### config.mk
export PLATFORM = sky130hd
export DESIGN_NAME = mult_div_unit
export DESIGN_NICKNAME = d
export VERILOG_FILES = /design/src/rtl/mult_div_unit.sv
export SDC_FILE = /design/constraint.sdc
export NUM_CORES = 1
export LEC_CHECK = 0
export ABC_AREA = 1
export CAP_MARGIN = 5
export CORE_MARGIN = 3
export CORE_UTILIZATION = 36
export CTS_BUF_LIST = sky130_fd_sc_hd__clkbuf_8
export DETAILED_ROUTE_END_ITERATION = 7
export SYNTH_ARGS = -nofsm -noshare
export SYNTH_HDL_FRONTEND = slang
export SYNTH_SLANG_ARGS = --single-unit
### constraint.sdc
create_clock -name clock -period 2.5 [get_ports clock]
set_input_delay 0.25 -clock clock [delete_from_list [all_inputs] [get_ports clock]]
set_output_delay 0.25 -clock clock [all_outputs]
set_load 0.02 [all_outputs]
### src/rtl/mult_div_unit.sv
// mult_div_unit: multi-cycle MIPS multiply/divide unit with architectural HI/LO registers.
//   clock    rising-edge clock
//   reset    asynchronous, active-low
//   start    request a new operation (accepted only in IDLE)
//   op       0=MULT, 1=MULTU, 2=DIV, 3=DIVU
//   inA/inB  rs/rt operands (multiplicand/dividend, multiplier/divisor)
//   hi_wen/lo_wen/wd  mthi/mtlo write port, honoured only in IDLE
//   busy     high while an operation is in CALC or FINISH
//   done     one-cycle pulse once HI/LO hold a new result
//   hi/lo    HI and LO registers
//   div_zero (only with `define MDU_DIV_ZERO_FLAG_EN) last DIV/DIVU had a zero divisor
module mult_div_unit #(
  parameter int N = 32
) (
  input  logic         clock,
  input  logic         reset,
  input  logic         start,
  input  logic [1:0]   op,
  input  logic [N-1:0] inA,
  input  logic [N-1:0] inB,
  input  logic         hi_wen,
  input  logic         lo_wen,
  input  logic [N-1:0] wd,
  output logic         busy,
  output logic         done,
  output logic [N-1:0] hi,
  output logic [N-1:0] lo
`ifdef MDU_DIV_ZERO_FLAG_EN
  ,
  output logic         div_zero
`endif
);
  localparam int CW = $clog2(N);
  typedef enum logic [1:0] {IDLE, CALC, FINISH} state_t;
  state_t state, state_next;
  logic [CW-1:0] cnt;
  logic is_div, sign_a, sign_b;
  logic [N-1:0] a_raw, a_mag, b_mag, rem, q;
  logic signed_op;
  logic [N-1:0] in_a_mag, in_b_mag;
  logic [N:0] m_sum, d_shift;
  logic [N-1:0] d_diff;
  logic d_ge, b_zero;
  logic [2*N-1:0] prod, prod_fix;
  logic [N-1:0] quo_fix, rem_fix, res_hi, res_lo;
  assign busy = state != IDLE;
  always_ff @(posedge clock or negedge reset)
    if (!reset) state <= IDLE;
    else state <= state_next;
  always_comb begin
    state_next = state;
    case (state)
      IDLE:    state_next = start ? CALC : IDLE;
      CALC:    state_next = (cnt == CW'(N - 1)) ? FINISH : CALC;
      default: state_next = IDLE;
    endcase
  end
  // Multiply keeps the partial product in {rem, q}: q starts as the multiplier and
  // shifts out one bit per cycle while product bits shift in from the top.
  // Divide keeps the partial remainder in rem and shifts quotient bits into q.
  always_comb begin
    signed_op = ~op[0];
    in_a_mag = (signed_op && inA[N-1]) ? -inA : inA;
    in_b_mag = (signed_op && inB[N-1]) ? -inB : inB;
    m_sum = {1'b0, rem} + {1'b0, q[0] ? a_mag : {N{1'b0}}};
    d_shift = {rem, q[N-1]};
    d_ge = d_shift >= {1'b0, b_mag};
    d_diff = d_shift[N-1:0] - b_mag;
    b_zero = b_mag == '0;
    prod = {rem, q};
    prod_fix = (sign_a ^ sign_b) ? -prod : prod;
    quo_fix = (sign_a ^ sign_b) ? -q : q;
    rem_fix = sign_a ? -rem : rem;
    res_hi = is_div ? (b_zero ? a_raw : rem_fix) : prod_fix[2*N-1:N];
    res_lo = is_div ? (b_zero ? {N{1'b1}} : quo_fix) : prod_fix[N-1:0];
  end
  always_ff @(posedge clock or negedge reset) begin
    if (!reset) begin
      cnt <= '0;
      is_div <= 1'b0;
      sign_a <= 1'b0;
      sign_b <= 1'b0;
      a_raw <= '0;
      a_mag <= '0;
      b_mag <= '0;
      rem <= '0;
      q <= '0;
      hi <= '0;
      lo <= '0;
      done <= 1'b0;
    end else begin
      done <= state == FINISH;
      if (state == IDLE) begin
        if (hi_wen) hi <= wd;
        if (lo_wen) lo <= wd;
        if (start) begin
          cnt <= '0;
          is_div <= op[1];
          sign_a <= signed_op & inA[N-1];
          sign_b <= signed_op & inB[N-1];
          a_raw <= inA;
          a_mag <= in_a_mag;
          b_mag <= in_b_mag;
          rem <= '0;
          q <= op[1] ? in_a_mag : in_b_mag;
        end
      end else if (state == CALC) begin
        cnt <= cnt + 1'b1;
        rem <= is_div ? (d_ge ? d_diff : d_shift[N-1:0]) : m_sum[N:1];
        q <= is_div ? {q[N-2:0], d_ge} : {m_sum[0], q[N-1:1]};
      end else begin
        hi <= res_hi;
        lo <= res_lo;
      end
    end
  end
`ifdef MDU_DIV_ZERO_FLAG_EN
  always_ff @(posedge clock or negedge reset)
    if (!reset) div_zero <= 1'b0;
    else if (state == FINISH) div_zero <= is_div & b_zero;
`endif
endmodule

==> results.tsv <==
stage	metric	value	unit
status	status	complete, but fails checks	
status	violations	setup timing	
power	irDropWorstVdd	0.000815	V
worst_hold_path	hold_class	input port to async pin	
routing	vias	26200	
placement	dp_hpwl	82.4	mm
routing	met3WireLength	9.71	mm
timing	finalCriticalPeriod	2.51	ns
worst_setup_path	cp_slowest_cell	dfrtp_2	
timing	final.setup.worst_slack	-0.00758	ns
global_route	grt_util_all_layers	0.316	
timing	setup_viol_count_final	1	
floorplan	die_y	249	µm
worst_setup_path	critPathTopFamily	simple AND/OR/NAND/NOR gates	
timing	max_freq	399	MHz
worst_setup_path	worstSetupEndpointType	register	
worst_setup_path	cp_num_buf_inv	4	
timing	timing.final.crit_share	1.00	
logic_synthesis	postSynth.asyncResetShare	1.00	
global_route	antenna_found_initial	2	
worst_setup_path	crit_required	3.01	ns
floorplan	num_io_pins	169	
timing	tns	-0.00758	ns
worst_setup_path	crit_top_cell	nand2_1	
timing	fin_skew	0.0546	ns
power	p_leak	14.0	nW
cells_and_area	instances_no_fill	4825	
routing	dr_wl_met2	44.5	mm
placement	place_ws	-0.232	ns
clock_tree	cts-root-buf	clkbuf_8	
worst_setup_path	crit_chain	nand2_1, inv_2, ha_4, inv_2, fa_2, o21ai_1, buf_4, nand2_1, nand2_2, nand2_4, nand2_4, nand2_2, nand3_1, nand3_1, nand2_1, inv_1, nand2_1, nand2_1	
logic_synthesis	synth-seq-area-share	0.276	
clock_tree	clk_pin_slew	0.06	ns
global_route	grt_pass1_vias	23700	
timing	hold_viol_final	0	
run	maxCapViolCount	0	
cells_and_area	drive_gt1_frac	0.202	
floorplan	row_count	88	
routing	wl_met1	44.4	mm
worst_setup_path	crit_cells	18	
routing	drcViolationCount	0	
routing	drtPass1Iterations	6	
clock_tree	cts.sinks	234	
timing	worst_pin_slew	1.11	ns
floorplan	start_util	0.366	
clock_tree	htreeDepth	2	
logic_synthesis	synth_seq_cells	234	
clock_tree	cts_buffer_depth	3	
worst_setup_path	crit_arrival	3.01	ns
clock_tree	clock_latency	0.66	ns
timing	hold_slack	0.180	ns
routing	wl	103	mm
logic_synthesis	syn-num-nets	3735	
global_route	grt_overflow	0	
logic_synthesis	ys.warnings.count	0	
cells_and_area	area_growth	37.4	%
logic_synthesis	synth_edf_count	0	
worst_setup_path	cpPeakStageDelay	0.49	ns
floorplan	die_x	249	µm
cells_and_area	utilization	0.503	
clock_tree	cts_tree	done	
routing	vias_per_cell	5.43	
logic_synthesis	syn_area_per_cell	5.95	µm²
timing	slew-limit-headroom	0.261	
timing	rsz0062_at_grt	yes	
routing	drt_iter0_drc	3217	
logic_synthesis	yosysMostFrequentCell	nand2_1	
global_route	grt_pass1_wl	149	mm
logic_synthesis	yosys.area.top_type	dfrtp_1	
worst_setup_path	reg2reg_depth	18	
routing	top_layer	met5	
logic_synthesis	ys_types	48	
logic_synthesis	netlist_instances	3560	
floorplan	dieArea	61800	µm²
logic_synthesis	synthFlopType	dfrtp_1	
placement	port_buffers	168	
placement	placed_area	26200	µm²
placement	post-place-cells	4712	
worst_setup_path	crit_fanout	6	
routing	antenna_left	0	
clock_tree	cts_made_buffers	46	
timing	report.final.slew_viol_count	0	
routing	wire_per_inst	21.4	µm
logic_synthesis	yosysTopAreaCellShare	0.276	
placement	gp_congestion	1.04	
cells_and_area	layout.nets	4205	
power	power	50.5	mW
logic_synthesis	yosys-top-cells-area	dfrtp_1 (28%), nand2_1 (21%), nand3_1 (8.4%)	
logic_synthesis	syn_area	21200	µm²
cells_and_area	fin_area	29100	µm²
worst_setup_path	cp-start-kind	register	
global_route	grt_max_degree	107	
worst_setup_path	crit_type	register to register	
logic_synthesis	synthTopCellsByCount	nand2_1 (1168), nor2_1 (455), inv_1 (411)	
floorplan	core_area	57900	µm²
power	power_density	1740	nW/µm²
[routing by layer]
| layer | GRT usage | vias up |
|---|---|---|
| met1 | 0.445 | 12300 |
| met5 | 0 | - |
| met2 | 0.481 | 1268 |
| met4 | 0.113 | 2 |
| li1 | - | 12400 |
| met3 | 0.0622 | 202 |
[flip-flops by register name (all words and copies together) (netlist names)]
register / flops
rem: 32
a_raw: 32
done: 1
sign_a: 1
is_div: 1
state: 2
lo: 32
cnt: 5
sign_b: 1
hi: 32
q: 32
b_mag: 32
a_mag: 31
[worst paths after layout]
path	slack, ns	end	from
max	-0.008	rem[29]	q[0]
min	0.18	hi[16]	reset
max reg2reg	-0.008	rem[29]	q[0]
min reg2reg	0.49	a_raw[16]	a_raw[16]
max in group asynchronous	1.51	b_mag[19]	reset
min in group clock	0.22	lo[16]	wd[16]
[repair_timing]
action,4_1_cts,5_1_grt
pin swaps,3,71
buffers inserted,3,29
gates resized for setup,29,395
endpoints found under the setup margin,20,54
hold buffers,1,0
hold endpoints to repair,62,0
cloned,0,3
[cell families after synthesis]
| logic type | share of synthesized area |
|---|---|
| compound gates | 0.132 |
| xor+xnor | 0.0327 |
| fa+ha+maj | 0.0432 |
| buf+inv | 0.102 |
| flops | 0.276 |
| simple gates | 0.414 |
[cell usage in the layout (no fill, tap or decap), types with 18 or more instances in the layout]
| cell type | Yosys | final |
|---|---|---|
| inv_2 | 13 | 59 |
| o21ai_0 | 202 | 178 |
| nand2_2 | 9 | 71 |
| nor2_4 | 7 | 35 |
| xor2_1 | 71 | 71 |
| o21ai_1 | 18 | 32 |
| nand4_1 | 45 | 45 |
| nand3_1 | 357 | 338 |
| nor2_2 | 17 | 38 |
| clkdlybuf4s50_1 | 0 | 167 |
| nand2_1 | 1168 | 1088 |
| a31oi_1 | 58 | 58 |
| ha_4 | 0 | 54 |
| nand3_2 | 3 | 18 |
| a21oi_2 | 2 | 26 |
| nand2_4 | 1 | 19 |
| a21oi_1 | 156 | 124 |
| dfrtp_1 | 234 | 230 |
| clkbuf_8 | 0 | 54 |
| buf_4 | 1 | 348 |
| buf_12 | 0 | 22 |
| nor2_1 | 455 | 406 |
| inv_1 | 411 | 377 |
[cell type report]
type | count | area (µm²)
diodes | 1 | 2.50
clock buffers | 54 | 743
clock inverters | 23 | 134
fillers | 6053 | 28800
inverters | 431 | 1640
multi-input cells | 2769 | 14900
flip-flops and latches | 234 | 5860
well taps | 765 | 957
repair buffers | 548 | 4880
[where the power goes]
group	internal, mW	switching, mW	total, mW
combinational	15.5	23.3	38.8
sequential	5.78	2.04	7.82
clock	2.05	1.83	3.88
Power figures use the tool's default switching activity.
